==> config.mk <==
export PLATFORM = sky130hd
export DESIGN_NAME = tlk2711_tx_framer_flat
export DESIGN_NICKNAME = d
export VERILOG_FILES = /design/src/rtl/tlk2711_pkg.sv /design/src/rtl/tlk2711_tx_framer_if.sv /design/src/rtl/tlk2711_tx_framer.sv /design/src/flat_wrapper.sv
export SDC_FILE = /design/constraint.sdc
export NUM_CORES = 1
export LEC_CHECK = 0
export ABC_CLOCK_PERIOD_IN_PS = 2950
export CAP_MARGIN = 20
export CORE_UTILIZATION = 51
export DETAILED_ROUTE_END_ITERATION = 7
export GPL_ROUTABILITY_DRIVEN = 0
export PLACE_DENSITY = 0.76
export SKIP_LAST_GASP = 1
export SYNTH_ARGS = -nofsm -noshare
export SYNTH_HDL_FRONTEND = slang
export SYNTH_SLANG_ARGS = --single-unit
==> constraint.sdc <==
create_clock -name clk -period 2.95 [get_ports clk]
set_input_delay 0.295 -clock clk [delete_from_list [all_inputs] [get_ports clk]]
set_output_delay 0.295 -clock clk [all_outputs]
set_load 0.02 [all_outputs]
==> src/rtl/tlk2711_pkg.sv <==
// Shared types and 8b/10b code constants for the TLK2711 transmit framer.
package tlk2711_pkg;

  typedef enum logic [1:0] {
    MODE_NORM  = 2'd0,
    MODE_LOOP  = 2'd1,
    MODE_KCODE = 2'd2,
    MODE_PRBS  = 2'd3
  } mode_e;

  typedef enum logic [1:0] {
    ST_IDLE,
    ST_FRAME,
    ST_KCODE,
    ST_PRBS
  } state_e;

  typedef enum logic [2:0] {
    PH_COMMA,
    PH_SOF,
    PH_DATA,
    PH_CKSUM,
    PH_EOF
  } phase_e;

  localparam logic [7:0] K28_5 = 8'hBC;
  localparam logic [7:0] D5_6  = 8'hC5;
  localparam logic [7:0] D11_5 = 8'hAB;
  localparam logic [7:0] D21_5 = 8'hB5;

  // Everything that leaves the block on the TLK2711 side, travelling as one bundle.
  typedef struct packed {
    logic [15:0] txd;
    logic        tkmsb;
    logic        tklsb;
    logic        enable;
    logic        loopen;
    logic        prbsen;
    logic        lckrefn;
    logic        testen;
    logic        underrun;
    logic        stop_ack;
    logic        eof;
  } pin_word_t;

endpackage

==> src/rtl/tlk2711_tx_framer_if.sv <==
// Payload valid/ready stream into the TLK2711 transmit framer.
interface tlk2711_tx_framer_if;
  logic [15:0] s_data;
  logic        s_valid;
  logic        s_ready;

  modport master (output s_data, output s_valid, input s_ready);
  modport slave  (input s_data, input s_valid, output s_ready);
endinterface

==> src/rtl/tlk2711_tx_framer.sv <==
// TLK2711 transmit framer: comma preamble, SOF, payload, checksum, EOF, plus
// loopback, K-code idle and PRBS test modes driving all SerDes control pins.
module tlk2711_tx_framer
  import tlk2711_pkg::*;
#(
  parameter int unsigned PAYLOAD_WORDS = 32,
  parameter int unsigned NUM_COMMA     = 2,
  parameter logic [15:0] COMMA_WORD    = {D5_6, K28_5},
  parameter logic [15:0] SOF_WORD      = {D11_5, K28_5},
  parameter logic [15:0] EOF_WORD      = {D21_5, K28_5}
) (
  input  logic                 clk,
  input  logic                 rst,
  input  logic                 i_start,
  input  logic [1:0]           i_mode,
  input  logic                 i_stop,
  output logic                 o_stop_ack,
  tlk2711_tx_framer_if.slave   s,
  output logic [15:0]          o_txd,
  output logic                 o_tkmsb,
  output logic                 o_tklsb,
  output logic                 o_enable,
  output logic                 o_loopen,
  output logic                 o_prbsen,
  output logic                 o_lckrefn,
  output logic                 o_testen,
  output logic [15:0]          o_frame_cnt,
  output logic                 o_underrun
);

  localparam int unsigned    WCW        = $clog2(PAYLOAD_WORDS + 1);
  localparam logic [WCW-1:0] LAST_WORD  = WCW'(PAYLOAD_WORDS - 1);
  localparam logic [3:0]     LAST_COMMA = 4'(NUM_COMMA - 1);

  state_e         state, state_nxt;
  phase_e         phase, phase_nxt;
  mode_e          mode, mode_nxt;
  logic           start_prev;
  logic           was_active;
  logic           stop_pend, stop_pend_nxt;
  logic [3:0]     comma_cnt, comma_cnt_nxt;
  logic [WCW-1:0] word_cnt, word_cnt_nxt;
  logic [15:0]    cksum, cksum_nxt;
  logic [15:0]    loop_cnt, loop_cnt_nxt;
  logic           start_edge;
  logic           in_data;
  logic           take;
  logic [15:0]    payload;
  pin_word_t      pins_c;
  pin_word_t      pins_p0;
  logic [15:0]    frame_cnt_p0;

  assign start_edge = i_start & ~start_prev;
  assign in_data    = (state == ST_FRAME) && (phase == PH_DATA);
  assign s.s_ready  = in_data && (mode == MODE_NORM);
  assign take       = in_data && ((mode == MODE_LOOP) || s.s_valid);
  assign payload    = (mode == MODE_LOOP) ? loop_cnt : s.s_data;

  always_comb begin
    state_nxt      = state;
    phase_nxt      = phase;
    mode_nxt       = mode;
    stop_pend_nxt  = stop_pend;
    comma_cnt_nxt  = comma_cnt;
    word_cnt_nxt   = word_cnt;
    cksum_nxt      = cksum;
    loop_cnt_nxt   = loop_cnt;
    pins_c         = '0;
    pins_c.lckrefn = 1'b1;

    case (state)
      ST_IDLE: begin
        stop_pend_nxt   = 1'b0;
        pins_c.stop_ack = was_active;
        if (start_edge) begin
          mode_nxt = mode_e'(i_mode);
          case (mode_e'(i_mode))
            MODE_KCODE: state_nxt = ST_KCODE;
            MODE_PRBS:  state_nxt = ST_PRBS;
            default: begin
              state_nxt     = ST_FRAME;
              phase_nxt     = PH_COMMA;
              comma_cnt_nxt = '0;
              loop_cnt_nxt  = '0;
            end
          endcase
        end
      end

      ST_FRAME: begin
        pins_c.enable = 1'b1;
        pins_c.loopen = (mode == MODE_LOOP);
        if (i_stop) stop_pend_nxt = 1'b1;
        case (phase)
          PH_COMMA: begin
            pins_c.txd   = COMMA_WORD;
            pins_c.tklsb = 1'b1;
            if (comma_cnt == LAST_COMMA) begin
              phase_nxt     = PH_SOF;
              comma_cnt_nxt = '0;
            end else begin
              comma_cnt_nxt = comma_cnt + 4'd1;
            end
          end
          PH_SOF: begin
            pins_c.txd   = SOF_WORD;
            pins_c.tklsb = 1'b1;
            phase_nxt    = PH_DATA;
            word_cnt_nxt = '0;
            cksum_nxt    = '0;
          end
          PH_DATA: begin
            if (take) begin
              pins_c.txd = payload;
              cksum_nxt  = cksum + payload;
              if (mode == MODE_LOOP) loop_cnt_nxt = loop_cnt + 16'd1;
              if (word_cnt == LAST_WORD) begin
                phase_nxt    = PH_CKSUM;
                word_cnt_nxt = '0;
              end else begin
                word_cnt_nxt = word_cnt + WCW'(1);
              end
            end else begin
              // Source ran dry: keep the link aligned with a comma fill.
              pins_c.txd      = COMMA_WORD;
              pins_c.tklsb    = 1'b1;
              pins_c.underrun = 1'b1;
            end
          end
          PH_CKSUM: begin
            pins_c.txd = cksum;
            phase_nxt  = PH_EOF;
          end
          PH_EOF: begin
            pins_c.txd   = EOF_WORD;
            pins_c.tklsb = 1'b1;
            pins_c.eof   = 1'b1;
            if (stop_pend || i_stop) begin
              state_nxt     = ST_IDLE;
              stop_pend_nxt = 1'b0;
            end else begin
              phase_nxt     = PH_COMMA;
              comma_cnt_nxt = '0;
            end
          end
          default: phase_nxt = PH_COMMA;
        endcase
      end

      ST_KCODE: begin
        pins_c.txd    = COMMA_WORD;
        pins_c.tklsb  = 1'b1;
        pins_c.enable = 1'b1;
        if (i_stop) state_nxt = ST_IDLE;
      end

      ST_PRBS: begin
        pins_c.prbsen = 1'b1;
        pins_c.enable = 1'b1;
        if (i_stop) state_nxt = ST_IDLE;
      end

      default: state_nxt = ST_IDLE;
    endcase
  end

  always_ff @(posedge clk) begin
    if (rst) begin
      state      <= ST_IDLE;
      phase      <= PH_COMMA;
      mode       <= MODE_NORM;
      start_prev <= 1'b0;
      was_active <= 1'b0;
      stop_pend  <= 1'b0;
      comma_cnt  <= '0;
      word_cnt   <= '0;
      cksum      <= '0;
      loop_cnt   <= '0;
    end else begin
      state      <= state_nxt;
      phase      <= phase_nxt;
      mode       <= mode_nxt;
      start_prev <= i_start;
      was_active <= (state != ST_IDLE);
      stop_pend  <= stop_pend_nxt;
      comma_cnt  <= comma_cnt_nxt;
      word_cnt   <= word_cnt_nxt;
      cksum      <= cksum_nxt;
      loop_cnt   <= loop_cnt_nxt;
    end
  end

  // Stage p0: word selected by the FSM, frame count advanced as EOF is issued
  always_ff @(posedge clk) begin
    if (rst) begin
      pins_p0      <= '0;
      frame_cnt_p0 <= '0;
    end else begin
      pins_p0      <= pins_c;
      frame_cnt_p0 <= frame_cnt_p0 + 16'(pins_c.eof);
    end
  end

  // Stage p1: registered TLK2711 pins
  always_ff @(posedge clk) begin
    if (rst) begin
      o_txd       <= '0;
      o_tkmsb     <= 1'b0;
      o_tklsb     <= 1'b0;
      o_enable    <= 1'b0;
      o_loopen    <= 1'b0;
      o_prbsen    <= 1'b0;
      o_lckrefn   <= 1'b0;
      o_testen    <= 1'b0;
      o_underrun  <= 1'b0;
      o_stop_ack  <= 1'b0;
      o_frame_cnt <= '0;
    end else begin
      o_txd       <= pins_p0.txd;
      o_tkmsb     <= pins_p0.tkmsb;
      o_tklsb     <= pins_p0.tklsb;
      o_enable    <= pins_p0.enable;
      o_loopen    <= pins_p0.loopen;
      o_prbsen    <= pins_p0.prbsen;
      o_lckrefn   <= pins_p0.lckrefn;
      o_testen    <= pins_p0.testen;
      o_underrun  <= pins_p0.underrun;
      o_stop_ack  <= pins_p0.stop_ack;
      o_frame_cnt <= frame_cnt_p0;
    end
  end

endmodule

==> src/flat_wrapper.sv <==
// flat-port wrapper written by rule: the top's interface ports become plain ports
module tlk2711_tx_framer_flat import tlk2711_pkg::*;
#(
  parameter int unsigned PAYLOAD_WORDS = 32,
  parameter int unsigned NUM_COMMA     = 2,
  parameter logic [15:0] COMMA_WORD    = {D5_6, K28_5},
  parameter logic [15:0] SOF_WORD      = {D11_5, K28_5},
  parameter logic [15:0] EOF_WORD      = {D21_5, K28_5}
)
  (clk, rst, i_start, i_mode, i_stop, o_stop_ack, o_txd, o_tkmsb, o_tklsb, o_enable, o_loopen, o_prbsen, o_lckrefn, o_testen, o_frame_cnt, o_underrun, s_s_data, s_s_valid, s_s_ready);
  tlk2711_tx_framer_if s_i ();
  input  logic clk;
  input  logic rst;
  input  logic i_start;
  input  logic [1:0] i_mode;
  input  logic i_stop;
  output logic o_stop_ack;
  output logic [15:0] o_txd;
  output logic o_tkmsb;
  output logic o_tklsb;
  output logic o_enable;
  output logic o_loopen;
  output logic o_prbsen;
  output logic o_lckrefn;
  output logic o_testen;
  output logic [15:0] o_frame_cnt;
  output logic o_underrun;
  input wire logic [$bits(s_i.s_data)-1:0] s_s_data;
  input wire logic [$bits(s_i.s_valid)-1:0] s_s_valid;
  output wire logic [$bits(s_i.s_ready)-1:0] s_s_ready;
  assign s_i.s_data = s_s_data;
  assign s_i.s_valid = s_s_valid;
  assign s_s_ready = s_i.s_ready;
  tlk2711_tx_framer #(.PAYLOAD_WORDS(PAYLOAD_WORDS), .NUM_COMMA(NUM_COMMA), .COMMA_WORD(COMMA_WORD), .SOF_WORD(SOF_WORD), .EOF_WORD(EOF_WORD)) u_core (.clk(clk), .rst(rst), .i_start(i_start), .i_mode(i_mode), .i_stop(i_stop), .o_stop_ack(o_stop_ack), .s(s_i), .o_txd(o_txd), .o_tkmsb(o_tkmsb), .o_tklsb(o_tklsb), .o_enable(o_enable), .o_loopen(o_loopen), .o_prbsen(o_prbsen), .o_lckrefn(o_lckrefn), .o_testen(o_testen), .o_frame_cnt(o_frame_cnt), .o_underrun(o_underrun));
endmodule
After elaboration in Yosys (flattened, before gate mapping)
Index checks and enable logic that the tools add are counted.

storage, ports and cells
  bits in registers = 133
  latch bits = 0
  memory bits (writable) = 0
  memory bits (read-only) = 0
  input port bits = 23
  output and inout port bits = 42
  memories kept = 0

cells by class
  add/sub/neg operators = 5
  multipliers = 0
  divide/modulo/power cells = 0
  magnitude comparators = 0
  equal/unequal tests = 26
  shift operators = 0
  mux-type cells = 50
  bitwise gates (word level) = 5
  reduce and logical (&&, ||, !) cells = 24

operator list
  operator                                       count
  2-to-1 mux 16 bit                              8
  case mux 16 bit (2 select lines)               3
  case mux 16 bit (5 select lines)               1
  2-to-1 mux 3 bit                               6
  adder 16 x 1 -> 16 bit                         1
  adder 16 x 1 -> 16 bit, second input constant  1
  adder 16 bit                                   1
  2-to-1 mux 4 bit                               4
  case mux 4 bit (2 select lines)                2
  case mux 3 bit (5 select lines)                1
  2-to-1 mux 6 bit                               2
  != test 3 bit, second input constant           4
  case mux 6 bit (2 select lines)                1
  2-to-1 mux 1 bit                               11
  != test 2 bit, second input constant           5
  OR reduction 3 bit                             3
  == test 2 bit, second input constant           4
  2-to-1 mux 2 bit                               4
  != test 2 x 1 -> 1 bit, second input constant  4
  OR reduction 2 bit                             4
  AND reduction 7 bit                            1
  adder 6 x 1 -> 6 bit, second input constant    1
  == test 3 x 2 -> 1 bit, second input constant  2
  == test 6 x 5 -> 1 bit, second input constant  1
  other kinds (23)                               35

Logic depth before layout (Yosys ltp)
Gate-level depths: netlist of run 1.

  depth after elaboration = 7
  depth in mapped cells = 14
  gate-level depth less buffers = 12

Worst setup path after synthesis of run 1
Ideal clock, no wire load.

  kind = register to register
  from = register u_core.mode[1]
  to = register u_core.cksum[8]
  arrival = 2706 ps
  data required time = 2833 ps
  setup slack = 126 ps
  stages on the path, launching flop included = 15
  path buffers = 2
  clock period less this slack = 2824 ps
  cell sequence = dfxtp_1 nand2b_1 buf_2 clkbuf_1 nand2_1 nand2_1 ha_1 inv_1 fa_1 nand2b_1 a21oi_1 o21ai_0 a21boi_0 o21ai_0 a32o_1

on the way
  cells in the longest elaborated chain, start to end = 5

RTL lines
  what                                                                     line                                               text
  start, declared                                                          tlk2711_tx_framer.sv:37                            mode_e mode, mode_nxt;
  start signal, assigned                                                   tlk2711_tx_framer.sv:182                           mode <= mode_nxt;
  == test 2 x 1 -> 1 bit *                                                 tlk2711_tx_framer.sv:56, tlk2711_tx_framer.sv:57
  2-to-1 mux 16 bit or logical OR 1 bit (tied branches)                    tlk2711_tx_framer.sv:57, tlk2711_tx_framer.sv:56
  adder 16 bit or logical AND 1 bit (tied branches)                        tlk2711_tx_framer.sv:115, tlk2711_tx_framer.sv:56
  2-to-1 mux 16 bit or != test 2 x 1 -> 1 bit (tied branches)              --
  case mux 16 bit (2 select lines) or AND reduction 3 bit (tied branches)  --
  end signal, assigned                                                     tlk2711_tx_framer.sv:188                           cksum <= cksum_nxt;
  end, declared                                                            tlk2711_tx_framer.sv:43                            logic [15:0] cksum, cksum_nxt;

Mark *: on every way between the ends. The rest lies on a longest branch, timed or not. The select of a mux whose other input is x is not followed.
A chain may end at the register's enable or synchronous reset.

Worst setup path in the final report of run 1
  from = register u_core.mode[1]
  to = register u_core.cksum[15]

Same word-level chain as after synthesis.

==> results of run 1 <==
-- logic make-up (layout without fill, tap and decap cells) --
kind of cell | count (synthesis) | count (layout) | synth area share, %
compound gates | 153 | 153 | 16.0
xor+xnor | 32 | 32 | 4.72
fa+ha+maj | 26 | 26 | 5.61
buf+inv | 54 | 133 | 3.90
flops | 129 | 129 | 43.5
mux | 7 | 7 | 1.20
other cells | 1 | 2 | 0.0632
simple gates | 297 | 297 | 25.0
-- power groups by stage --
| stage | Sequential, mW | Combinational (mW) | Clock [mW] |
|---|---|---|---|
| floorplan | 1.89 | 0.402 | 0 |
| global placement | 1.88 | 0.593 | 0 |
| detailed placement | 1.88 | 0.613 | 0 |
| CTS | 1.85 | 0.616 | 2.09 |
| global route | 1.86 | 0.691 | 2.17 |
| finish | 1.85 | 0.635 | 2.06 |
-- worst max-delay path by stage --
stage,endpoint,slack (ps),cells after the start
6_report,u_core.cksum[15],110,9
5_1_grt,u_core.cksum[8],-40,12
4_1_cts,u_core.cksum[8],50,13
3_5_place_dp,u_core.cksum[8],20,12
3_3_place_gp,u_core.cksum[8],170,12
2_1_floorplan,u_core.cksum[8],130,14
-- through the flow --
stage | std cells | instance area (sq um) | total power, mW | utilization [%]
5_1_grt | 922 | 7330 | 4.72 | 64.5
6_report | 922 | 7330 | 4.55 | 64.5
2_1_floorplan | 700 | 5940 | 2.30 | -
3_3_place_gp | 886 | 6690 | 2.47 | 58.9
4_1_cts | 917 | 7280 | 4.56 | 64.0
3_5_place_dp | 886 | 6690 | 2.50 | 58.9
-- final cells by class --
| cell class | count | area [sq um] |
|---|---|---|
| timing repair buffer | 83 | 773 |
| sequential | 129 | 2580 |
| multi-input combinational | 517 | 3130 |
| clock inverter | 8 | 103 |
| fill | 1020 | 4040 |
| tap | 143 | 179 |
| clock buffer | 23 | 488 |
| inverter | 19 | 71.3 |
-- metal layers --
layer / share of wire, % / GRT usage (%) / wire length [um] / vias up
li1: - / - / - / 2524
met1: 42 / 30.1 / 5990 / 2337
met2: 48 / 41.3 / 6790 / 213
met3: 7.6 / 6.76 / 1070 / 33
met4: 2.3 / 9.33 / 328 / 0
met5: 0 / 0 / 0 / -
-- synth_stat cells (all sizes together) (14+ instances only) --
master	count	area share [%]
nand2	81	5.1
nand3	16	1.3
o21ai	50	4.3
dfxtp	129	44
nor2b	47	5.0
nor2	73	4.6
inv	19	1.2
nor3	17	1.5
buf	14	1.4
a21oi	46	3.9
ha	25	5.3
xor2	20	3.0
clkbuf	21	1.3
-- worst reg2reg max path, delay by kind of cell, from the launching register on --
kind	cells	cell delay [ps]
compound gates	4	1050
fa+ha+maj	1	420
flops	1	380
mux	1	430
simple gates	3	500
-- repair_timing --
item / in CTS / in global routing
buffers inserted: 0 / 5
gates resized for setup: 0 / 6
setup endpoints to repair: 0 / 6
-- sequential cells by signal, summed over array words and instances, names as in the netlist --
name and count:
u_core.o_tklsb 1, u_core.o_stop_ack 1, u_core.stop_pend 1, u_core.o_lckrefn 1
u_core.comma_cnt 4, u_core.mode 2, u_core.cksum 16, u_core.phase 3
u_core.o_loopen 1, u_core.loop_cnt 16, u_core.o_underrun 1, u_core.word_cnt 6
u_core.frame_cnt_p0 16, u_core.o_frame_cnt 16, u_core.o_txd 16, u_core.pins_p0 23
u_core.o_enable 1, u_core.start_prev 1, u_core.state 2, u_core.o_prbsen 1
==> reports/qor_table.md, run 1 <==
| Step | Metric | This run |
| --- | --- | --- |
| placed design | I/O Buffers | 62 |
| timing | Max-slew headroom at the worst pin | 54.2% |
| detailed routing | Via density per instance | 5.54 |
| worst setup path | Peak fanout along the critical path | 7 |
| pwr | Net switching component of the power | 1.15 mW |
| yosys | Synth Cell Area | 5930 sq um |
| pwr | Largest vdd supply drop | 0.472 mV |
| timing | Final clock skew | 7.14 ps |
| grt | Number of global-route vias before repair | 4799 |
| pwr | Internal power consumption | 3.40 mW |
| run status | Status | completed |
| cells and area | Layout area overhead | 23.5% |
| yosys | Cells after synthesis | 699 |
| grt | All-layer global routing usage | 24.6% |
| worst setup path | FF-to-FF Start | u_core.mode[1] |
| pwr | Cell leakage power | 2.87 nW |
| pwr | Fraction of power spent switching nets | 25.2% |
| detailed routing | Post-detailed-route count of antenna-violating nets | 0 |
| worst hold path | HP Class | in2reg |
| clock network | Max clock buf depth | 2 |
| floorplan | Boundary pin count | 65 |
| pwr | Clk pwr share | 45.4% |
| floorplan | Horizontal extent of the die | 110 um |
| floorplan | Die height | 110 um |
| yosys | FF+latch count, synth | 129 |
| grt | Antenna violations before repair | 0 |
| detailed routing | Wire length per cell after detailed routing | 15.4 um |
| cells and area | Share of cells above drive strength 1 | 8.09% |
| worst setup path | WP data arrival | 3190 ps |
| placed design | Worst-case setup slack after placement | 23.8 ps |
| worst setup path | Required arrival time at the worst endpoint | 3300 ps |
| timing | Count of endpoints failing hold in the final timing report | 0 |
| detailed routing | Initial DRC count | 371 |
| worst hold path | Hold path endpoint | u_core.cksum[7] |
| floorplan | Total die area | 12100 sq um |
| grt | Overflow left after global routing | 0 |
| timing | Setup TNS | 0 ps |
| worst setup path | Critical Path Max Stage Delay | 440 ps |
| worst setup path | Startpoint type of the worst setup path | flip-flop |
| timing | Minimum hold slack | 332 ps |
| yosys | Post-synthesis average cell area | 8.49 sq um |
| timing | Fmax achieved | 0.352 GHz |
| clock network | Number of clock sinks seen by CTS | 129 |
| pwr | Part of the power in combinational logic | 14.0% |
| pwr | Total power per unit cell area | 620 nW/um^2 |
| clock network | Source-to-sink clock delay at the later pin of the worst-skew pair | 420 ps |
| grt | Wire length of the first global-routing pass | 22600 um |
| timing | RSZ-0062 raised after global routing | true |
| timing | Count of final max-slew check failures | 0 |
| detailed routing | WL final | 14200 um |
| timing | Final period demand of the worst path | 2840 ps |
| pwr | Sequential power share | 40.6% |
| worst setup path | Family with the most delay on the worst path | compound AO/OA/AOI/OAI gates |
| worst setup path | Cell chain of the critical path | nand2b_1 > mux2_2 > ha_1 > nand2_1 > o21ai_0 > nor2_1 > a2111o_1 > a31o_2 > o21ai_1 |
| yosys | Unique masters post-synth | 61 |
| timing | Slew at the pin with the worst max-slew slack | 668 ps |
| detailed routing | Routed via count | 5107 |
| floorplan | Initial cell density of the core | 52.2% |
| worst hold path | Hold Path Origin | rst |
| cells and area | Commonest cells after routing, fill and taps aside | dfxtp_1 (128), nand2_1 (81), nor2_1 (73) |
| worst setup path | Buffers & Inverters on Critical Path | 0 |
| yosys | Post-synth EDFFs | 0 |
| detailed routing | Count of unresolved DRC violations after routing | 0 |
| worst setup path | Worst Reg-to-Reg Cells | 9 |
| worst setup path | Launching element of the worst setup path | u_core.mode[1] |
| clock network | CTS tree | done |
| yosys | Yosys warnings | 0 |
| cells and area | Number of antenna cells inserted | 0 |
| detailed routing | Drt first pass iters | 6 |
| floorplan | Core Box Area | 11400 sq um |
| yosys | Fraction of synthesis flops using an asynchronous set or reset pin | 0% |
| yosys | Sequential fraction of the synthesis area | 43.5% |
| worst setup path | Register-to-register path setup slack | 110 ps |
| clock network | Clock transition at path regs | 60 ps |
| floorplan | Row count | 39 |
| clock network | Hold-fix buffers, CTS | 0 |
| job | Max cap viols | 0 |
| worst setup path | Worst Path Class, Setup | reg2reg |
| timing | Number of failing setup endpoints in the final timing report | 0 |
| cells and area | Most common library cell in the layout ignoring fill and taps | dfxtp_1 |
| clock network | CTS root buffer | clkbuf_16 |
| cells and area | Post-layout net count | 816 |
| grt | Largest net degree at the start of global routing | 39 |
| worst hold path | Worst hold stages | 2 |
| timing | Final Worst Setup Slack | 106 ps |
| clock network | Cts bufs inserted | 17 |
| clock network | H-tree lvl count | 4 |
| worst setup path | Standard cell with the maximum stage delay on the critical path | a2111o_1 |
| timing | Crit share post-route | 96.4% |
| placed design | HPWL reported at the end of detailed placement | 10300 um |
| worst setup path | CP endpoint kind | flip-flop |
| worst setup path | Worst R2R End | u_core.cksum[15] |
| yosys | Synth Flop Type | dfxtp_1 |
Note: power is estimated with default switching activity, not from simulation.
==> run 2, diff against run 1 <==
--- a/config.mk
+++ b/config.mk
@@ -10,6 +10,7 @@
 export CORE_UTILIZATION = 51
 export DETAILED_ROUTE_END_ITERATION = 7
 export GPL_ROUTABILITY_DRIVEN = 0
+export GPL_TIMING_DRIVEN = 0
 export PLACE_DENSITY = 0.76
 export SKIP_LAST_GASP = 1
 export SYNTH_ARGS = -nofsm -noshare
==> run 2 against run 1 <==
  * Critical path depth increased by 2
  * Sequential share of layout area shrank 0.14 points
  * Non-clock buffer count increased by 14
  * Cell area rose by 0.46%
  * Utilization up 0.30 points
  * Global-route usage rose by 0.61 points
  * Critical endpoint is now u_core.cksum[14]
==> reports/qor_table.md, run 2 (same netlist as run 1, synthesis figures left out) <==
| Step | Metric | This run | Change |
| --- | --- | --- | --- |
| placed design | Post-placement cell count | 905 | was 886 |
| timing | Fmax achieved | 0.344 GHz | was 0.352 GHz |
| pwr | Fraction of power spent switching nets | 26.2% | was 25.2% |
| worst setup path | WP data arrival | 3210 ps | was 3190 ps |
| cells and area | Commonest cells after routing, fill and taps aside | dfxtp_1 (127), nand2_1 (81), nor2_1 (73) | was dfxtp_1 (128), nand2_1 (81), nor2_1 (73) |
| worst setup path | Peak fanout along the critical path | 17 | was 7 |
| clock network | Cts bufs inserted | 17 | unchanged |
| detailed routing | Initial DRC count | 394 | was 371 |
| floorplan | Initial cell density of the core | 52.2% | unchanged |
| pwr | Net switching component of the power | 1.17 mW | was 1.15 mW |
| worst hold path | Hold Path Origin | u_core.pins_p0[8] | was rst |
| grt | Largest net degree at the start of global routing | 18 | was 39 |
| placed design | HPWL reported at the end of detailed placement | 10700 um | was 10300 um |
| detailed routing | Post-detailed-route count of antenna-violating nets | 0 | unchanged |
| worst setup path | Startpoint type of the worst setup path | flip-flop | unchanged |
| timing | Slew at the pin with the worst max-slew slack | 706 ps | was 668 ps |
| cells and area | Share of cells above drive strength 1 | 7.56% | was 8.09% |
| detailed routing | WL final | 14600 um | was 14200 um |
| cells and area | Largest register FFs | 23 | unchanged |
| detailed routing | Routed via count | 5270 | was 5107 |
| floorplan | Total die area | 12100 sq um | unchanged |
| floorplan | Row count | 39 | unchanged |
| detailed routing | Via density per instance | 5.62 | was 5.54 |
| floorplan | Boundary pin count | 65 | unchanged |
| pwr | Cell leakage power | 2.85 nW | was 2.87 nW |
| clock network | Number of clock sinks seen by CTS | 129 | unchanged |
| clock network | Max clock buf depth | 2 | unchanged |
| detailed routing | Drt first pass iters | 6 | unchanged |
| worst setup path | Register-to-register path setup slack | 40 ps | was 110 ps |
| floorplan | Die height | 110 um | unchanged |
| timing | Final clock skew | 7.98 ps | was 7.14 ps |
| cells and area | Cell Count, Final, Fillers Out | 937 | was 922 |
| worst setup path | Worst Reg-to-Reg Cells | 11 | was 9 |
| placed design | I/O Buffers | 62 | unchanged |
| cells and area | Number of antenna cells inserted | 0 | unchanged |
| worst hold path | HP Class | reg2reg | was in2reg |
| worst setup path | Worst Path Class, Setup | reg2reg | unchanged |
| job | Max cap viols | 0 | unchanged |
| timing | Crit share post-route | 98.6% | was 96.4% |
| timing | Minimum hold slack | 441 ps | was 332 ps |
| detailed routing | Count of unresolved DRC violations after routing | 0 | unchanged |
| cells and area | Layout area overhead | 24.1% | was 23.5% |
| timing | Number of failing setup endpoints in the final timing report | 0 | unchanged |
| floorplan | Horizontal extent of the die | 110 um | unchanged |
| cells and area | Most common library cell in the layout ignoring fill and taps | dfxtp_1 | unchanged |
| timing | Max-slew headroom at the worst pin | 52.9% | was 54.2% |
| timing | Final period demand of the worst path | 2910 ps | was 2840 ps |
| clock network | Clock transition at path regs | 60 ps | about the same |
| grt | Wire length of the first global-routing pass | 23100 um | was 22600 um |
| pwr | Largest vdd supply drop | 0.370 mV | was 0.472 mV |
| run status | Status | completed | unchanged |
| detailed routing | Top routing layer used | met4 | unchanged |
| clock network | Source-to-sink clock delay at the later pin of the worst-skew pair | 420 ps | about the same |
| clock network | CTS tree | done | unchanged |
| timing | Count of endpoints failing hold in the final timing report | 0 | unchanged |
| pwr | Sequential power share | 41.4% | was 40.6% |
| detailed routing | Amount of wire on met3 after detailed routing | 1140 um | was 1070 um |
| floorplan | Core Box Area | 11400 sq um | unchanged |
| clock network | H-tree lvl count | 4 | unchanged |
| worst setup path | Launching element of the worst setup path | u_core.mode[0] | was u_core.mode[1] |
| worst setup path | CP endpoint kind | flip-flop | unchanged |
| grt | Antenna violations before repair | 0 | unchanged |
| timing | Count of final max-slew check failures | 0 | unchanged |
| cells and area | Largest Register | u_core.pins_p0 | unchanged |
| grt | Number of global-route vias before repair | 4993 | was 4799 |
| worst setup path | Worst setup path endpoint | u_core.cksum[14] | was u_core.cksum[15] |
| pwr | Clk pwr share | 44.4% | was 45.4% |
| pwr | Total power per unit cell area | 607 nW/um^2 | was 620 nW/um^2 |
| worst setup path | Worst R2R End | u_core.cksum[14] | was u_core.cksum[15] |
| pwr | Internal power consumption | 3.30 mW | was 3.40 mW |
| clock network | CTS root buffer | clkbuf_16 | unchanged |
| detailed routing | Routed wl met2 | 6930 um | was 6790 um |
| clock network | Hold-fix buffers, CTS | 0 | unchanged |
| grt | All-layer global routing usage | 25.3% | was 24.6% |
| worst setup path | FF-to-FF Start | u_core.mode[0] | was u_core.mode[1] |
| grt | Overflow left after global routing | 0 | unchanged |
| detailed routing | Wire length per cell after detailed routing | 15.6 um | was 15.4 um |
| detailed routing | Met1 Routed Length | 6040 um | was 5990 um |
| worst setup path | Required arrival time at the worst endpoint | 3260 ps | was 3300 ps |
| pwr | Part of the power in combinational logic | 14.3% | was 14.0% |
| cells and area | Post-layout net count | 830 | was 816 |
[run 2: changes by cell type in the layout (fill, tap and decap cells not counted), moves of 4 or more]
| cell | before | now |
|---|---|---|
| buf_6 | 0 | 4 |
| buf_2 | 1 | 6 |
| clkbuf_1 | 2 | 23 |
| clkbuf_8 | 4 | 0 |
| buf_4 | 21 | 4 |
[run 2: critical path, stage by stage (launching register included)]
cell,delay [ps]
dfxtp_2,370
nor2b_1,220
buf_6,200
nand2_1,70
nand2_1,150
ha_1,310
o21ai_0,350
a21oi_4,80
o31ai_2,330
a21oi_2,110
or3_1,360
a32o_1,250
[run 2: cell type report]
type / count / area, sq um
multi-input combinational: 517 / 3170
clock buffer: 22 / 444
tap: 143 / 179
sequential: 129 / 2580
clock inverter: 10 / 113
inverter: 19 / 71.3
fill: 983 / 4010
buffer: 34 / 178
timing repair buffer: 63 / 628
[run 2: worst min path at each step]
stage	endpoint	cells past startpoint	slack, ps
final	u_core.o_tklsb	1	440
after global routing	u_core.o_tklsb	1	460
after CTS	u_core.o_txd[10]	1	450
after detailed placement	u_core.o_prbsen	1	430
after global placement	u_core.o_tklsb	1	420
after floorplan	u_core.pins_p0[2]	1	370
[run 2: metal layers]
layer | up-vias | track usage (%)
li1 | 2556 | -
met1 | 2423 | 30.2
met2 | 241 | 41.3
met3 | 50 | 6.58
met4 | 0 | 13.6
met5 | - | 0
[run 2: repair_timing]
action	in CTS	in global routing
setup endpoints to repair	6	13
pin swaps	1	2
gates resized for setup	9	15
gates cloned	0	0
hold endpoints to repair	0	0
buffers inserted	1	0
[run 2: through the flow]
stage | util, % | area (sq um) | total power, mW | worst slack (ps) | TNS [ps]
2_1_floorplan | - | 5940 | 2.30 | 126 | 0
3_3_place_gp | 59.2 | 6740 | 2.47 | -229 | -1070
3_5_place_dp | 59.2 | 6740 | 2.49 | -323 | -1640
4_1_cts | 64.4 | 7320 | 4.47 | -2.68 | -2.68
5_1_grt | 64.8 | 7360 | 4.64 | -81.6 | -227
6_report | 64.8 | 7360 | 4.47 | 42.8 | 0
[run 2: power groups by stage]
| stage | sequential (mW) | combinational, mW | clock [mW] |
|---|---|---|---|
| final | 1.85 | 0.637 | 1.98 |
| after CTS | 1.85 | 0.616 | 2.01 |
| after global routing | 1.86 | 0.700 | 2.09 |
| after floorplan | 1.89 | 0.402 | 0 |
| after detailed placement | 1.88 | 0.606 | 0 |
| after global placement | 1.88 | 0.594 | 0 |
==> run 3, diff against run 2 <==
--- a/config.mk
+++ b/config.mk
@@ -7,11 +7,11 @@
 export LEC_CHECK = 0
 export ABC_CLOCK_PERIOD_IN_PS = 2950
 export CAP_MARGIN = 20
-export CORE_UTILIZATION = 51
+export CORE_UTILIZATION = 28
+export CTS_CLUSTER_SIZE = 24
 export DETAILED_ROUTE_END_ITERATION = 7
 export GPL_ROUTABILITY_DRIVEN = 0
 export GPL_TIMING_DRIVEN = 0
-export PLACE_DENSITY = 0.76
 export SKIP_LAST_GASP = 1
 export SYNTH_ARGS = -nofsm -noshare
 export SYNTH_HDL_FRONTEND = slang
==> run 3 against run 2 <==
  * Critical path depth increased by 3
  * Register-to-register slack improved by 110 ps
  * Count of clock-buffer cells in the layout decreased by 3
  * Worst hold slack got worse by 5.2 ps
  * Via count decreased by 5.1%
  * Worst setup slack improved by 110 ps
  * Utilization decreased by 28 points
  * Critical path type unchanged
==> reports/qor_table.md, run 3 (same netlist as run 1, synthesis figures left out) <==
| Step | Metric | This run | Change |
| --- | --- | --- | --- |
| clock network | Source-to-sink clock delay at the later pin of the worst-skew pair | 420 ps | about the same |
| clock network | CTS tree | done | unchanged |
| timing | Crit share post-route | 94.7% | was 98.6% |
| clock network | CTS root buffer | clkbuf_16 | unchanged |
| worst setup path | FF-to-FF Start | u_core.mode[1] | was u_core.mode[0] |
| clock network | Clock transition at path regs | 60 ps | about the same |
| clock network | Cts bufs inserted | 17 | unchanged |
| clock network | Max clock buf depth | 2 | unchanged |
| cells and area | Layout area overhead | 28.4% | was 24.1% |
| placed design | Post-placement cell count | 1032 | was 905 |
| grt | All-layer global routing usage | 14.3% | was 25.3% |
| cells and area | Most common library cell in the layout ignoring fill and taps | dfxtp_1 | unchanged |
| detailed routing | WL final | 14700 um | was 14600 um |
| cells and area | Number of antenna cells inserted | 0 | unchanged |
| floorplan | Horizontal extent of the die | 148 um | was 110 um |
| worst setup path | Required arrival time at the worst endpoint | 3300 ps | was 3260 ps |
| floorplan | Boundary pin count | 65 | unchanged |
| grt | Largest net degree at the start of global routing | 18 | unchanged |
| cells and area | Largest register FFs | 23 | unchanged |
| worst setup path | WP data arrival | 3140 ps | was 3210 ps |
| pwr | Cell leakage power | 2.89 nW | was 2.85 nW |
| detailed routing | Post-detailed-route count of antenna-violating nets | 0 | unchanged |
| worst setup path | Worst Path Class, Setup | reg2reg | unchanged |
| placed design | Worst-case setup slack after placement | -490 ps | was -323 ps |
| cells and area | Largest Register | u_core.pins_p0 | unchanged |
| timing | Count of final max-slew check failures | 0 | unchanged |
| run status | Status | completed | unchanged |
| placed design | Cell area after placement | 6900 sq um | was 6740 sq um |
| timing | RSZ-0062 raised after global routing | false |  |
| worst setup path | Register-to-register path setup slack | 160 ps | was 40 ps |
| worst setup path | Worst Reg-to-Reg Cells | 14 | was 11 |
| timing | Final clock skew | 9.62 ps | was 7.98 ps |
| cells and area | Cell Count, Final, Fillers Out | 1062 | was 937 |
| detailed routing | Drt first pass iters | 5 | was 6 |
| worst hold path | HP Class | reg2reg | unchanged |
| placed design | HPWL reported at the end of detailed placement | 11200 um | was 10700 um |
| timing | Final Worst Setup Slack | 156 ps | was 42.8 ps |
| worst hold path | Worst hold stages | 1 | unchanged |
| cells and area | Post-layout net count | 828 | was 830 |
| grt | Number of global-route vias before repair | 4721 | was 4993 |
| cells and area | Commonest cells after routing, fill and taps aside | dfxtp_1 (127), nand2_1 (80), nor2_1 (73) | was dfxtp_1 (127), nand2_1 (81), nor2_1 (73) |
| floorplan | Row count | 52 | was 39 |
| floorplan | Total die area | 21800 sq um | was 12100 sq um |
| cells and area | Post-route cell area | 7620 sq um | was 7360 sq um |
| timing | Minimum hold slack | 436 ps | was 441 ps |
| grt | Wire length of the first global-routing pass | 24300 um | was 23100 um |
| grt | Overflow left after global routing | 0 | unchanged |
| timing | Count of endpoints failing hold in the final timing report | 0 | unchanged |
| floorplan | Initial cell density of the core | 28.9% | was 52.2% |
| detailed routing | Routed via count | 4999 | was 5270 |
| timing | Fmax achieved | 0.358 GHz | was 0.344 GHz |
| timing | Max-slew headroom at the worst pin | 49.6% | was 52.9% |
| worst setup path | Startpoint type of the worst setup path | flip-flop | unchanged |
| detailed routing | Wire length per cell after detailed routing | 13.9 um | was 15.6 um |
| worst setup path | Standard cell with the maximum stage delay on the critical path | or4_1 | was dfxtp_2 |
| worst setup path | CP endpoint kind | flip-flop | unchanged |
| clock network | Hold-fix buffers, CTS | 0 | unchanged |
| timing | Final period demand of the worst path | 2790 ps | was 2910 ps |
| worst setup path | Cell chain of the critical path | nand2b_4 > buf_6 > clkbuf_8 > nand2_1 > nand2_2 > ha_4 > inv_1 > fa_1 > nand2b_2 > a21oi_4 > o21a_1 > nor3_1 > or4_1 > a21oi_1 | was nor2b_1 > buf_6 > nand2_1 > nand2_1 > ha_1 > o21ai_0 > a21oi_4 > o31ai_2 > a21oi_2 > or3_1 > a32o_1 |
| worst setup path | Worst R2R End | u_core.cksum[6] | was u_core.cksum[14] |
| job | Max cap viols | 0 | unchanged |
| floorplan | Die height | 148 um | was 110 um |
| detailed routing | Count of unresolved DRC violations after routing | 0 | unchanged |
| timing | Number of failing setup endpoints in the final timing report | 0 | unchanged |
| worst hold path | Hold path endpoint | u_core.o_stop_ack | was u_core.o_tklsb |
| worst setup path | Critical Path Max Stage Delay | 400 ps | was 370 ps |
| pwr | Largest vdd supply drop | 0.357 mV | was 0.370 mV |
| cells and area | Finished Core Util | 37.2% | was 64.8% |
| clock network | Post-CTS setup buffer count | 0 | was 1 |
| grt | Antenna violations before repair | 0 | unchanged |
| detailed routing | Initial DRC count | 307 | was 394 |
| worst setup path | Peak fanout along the critical path | 10 | was 17 |
| floorplan | Core Box Area | 20500 sq um | was 11400 sq um |
| pwr | Total power per unit cell area | 628 nW/um^2 | was 607 nW/um^2 |
| timing | Slew at the pin with the worst max-slew slack | 735 ps | was 706 ps |
| worst hold path | Hold Path Origin | u_core.pins_p0[1] | was u_core.pins_p0[8] |
| cells and area | Share of cells above drive strength 1 | 8.33% | was 7.56% |
| clock network | Number of clock sinks seen by CTS | 129 | unchanged |
| detailed routing | Via density per instance | 4.71 | was 5.62 |
| clock network | H-tree lvl count | 4 | unchanged |
| placed design | I/O Buffers | 62 | unchanged |
run 3: changes by cell type in the layout (fill, tap and decap cells not counted), sizes merged:
cell and change:
bufinv +2, clkbuf -3, clkinv -4, buf -2, inv +5
run 3: worst max-delay path by stage:
stage                         startpoint               end  slack (ps)  cells past startpoint
after floorplan           u_core.mode[1]   u_core.cksum[8]         130                     14
after global placement    u_core.mode[1]  u_core.cksum[14]        -450                     14
after detailed placement  u_core.mode[1]  u_core.cksum[14]        -490                     14
after CTS                 u_core.mode[1]   u_core.cksum[6]         -10                     14
after global routing      u_core.mode[1]   u_core.cksum[6]           6                     14
final                     u_core.mode[1]   u_core.cksum[6]         160                     14
run 3: per-layer routing:
metal,GRT usage [%],up-vias,part of all wire [%]
met1,20.1,2298,51
met4,4.48,0,1.3
li1,-,2560,-
met2,21.4,126,43
met5,0,-,0
met3,3.46,15,5.1
run 3: where the power goes:
group	switching [mW]	total [mW]	internal, mW
Clock	0.821	2.30	1.47
Combinational	0.389	0.640	0.251
Sequential	0.0355	1.85	1.81
run 3: layout make-up:
| cell class | count | area [sq um] |
|---|---|---|
| Clock inverter | 13 | 196 |
| Clock buffer | 19 | 453 |
| Buffer | 33 | 176 |
| Timing Repair Buffer | 62 | 621 |
| Inverter | 19 | 71.3 |
| Sequential cell | 129 | 2580 |
| Fill cell | 2111 | 12900 |
| Multi-Input combinational cell | 517 | 3180 |
| Tap cell | 270 | 338 |
run 3: worst max-delay path: cells and delay by family, from the launching register on:
family | cells | cell delay, ps
AO/OA/AOI/OAI | 3 | 470
adder cells (fa/ha/maj) | 2 | 530
buffers and inverters | 3 | 360
AND/OR/NAND/NOR | 6 | 1000
flip-flops | 1 | 360
run 3: stage by stage:
stage               setup TNS [ps]  total power, mW
finish                           0             4.78
global route                     0             5.00
CTS                          -13.4             4.83
detailed placement           -2710             2.51
global placement             -2520             2.50
floorplan                        0             2.30
run 3: what timing repair did:
action	4_1_cts	5_1_grt
setup endpoints to repair	11	10
cloned	0	0
pin swaps	1	2
gates resized for setup	12	12
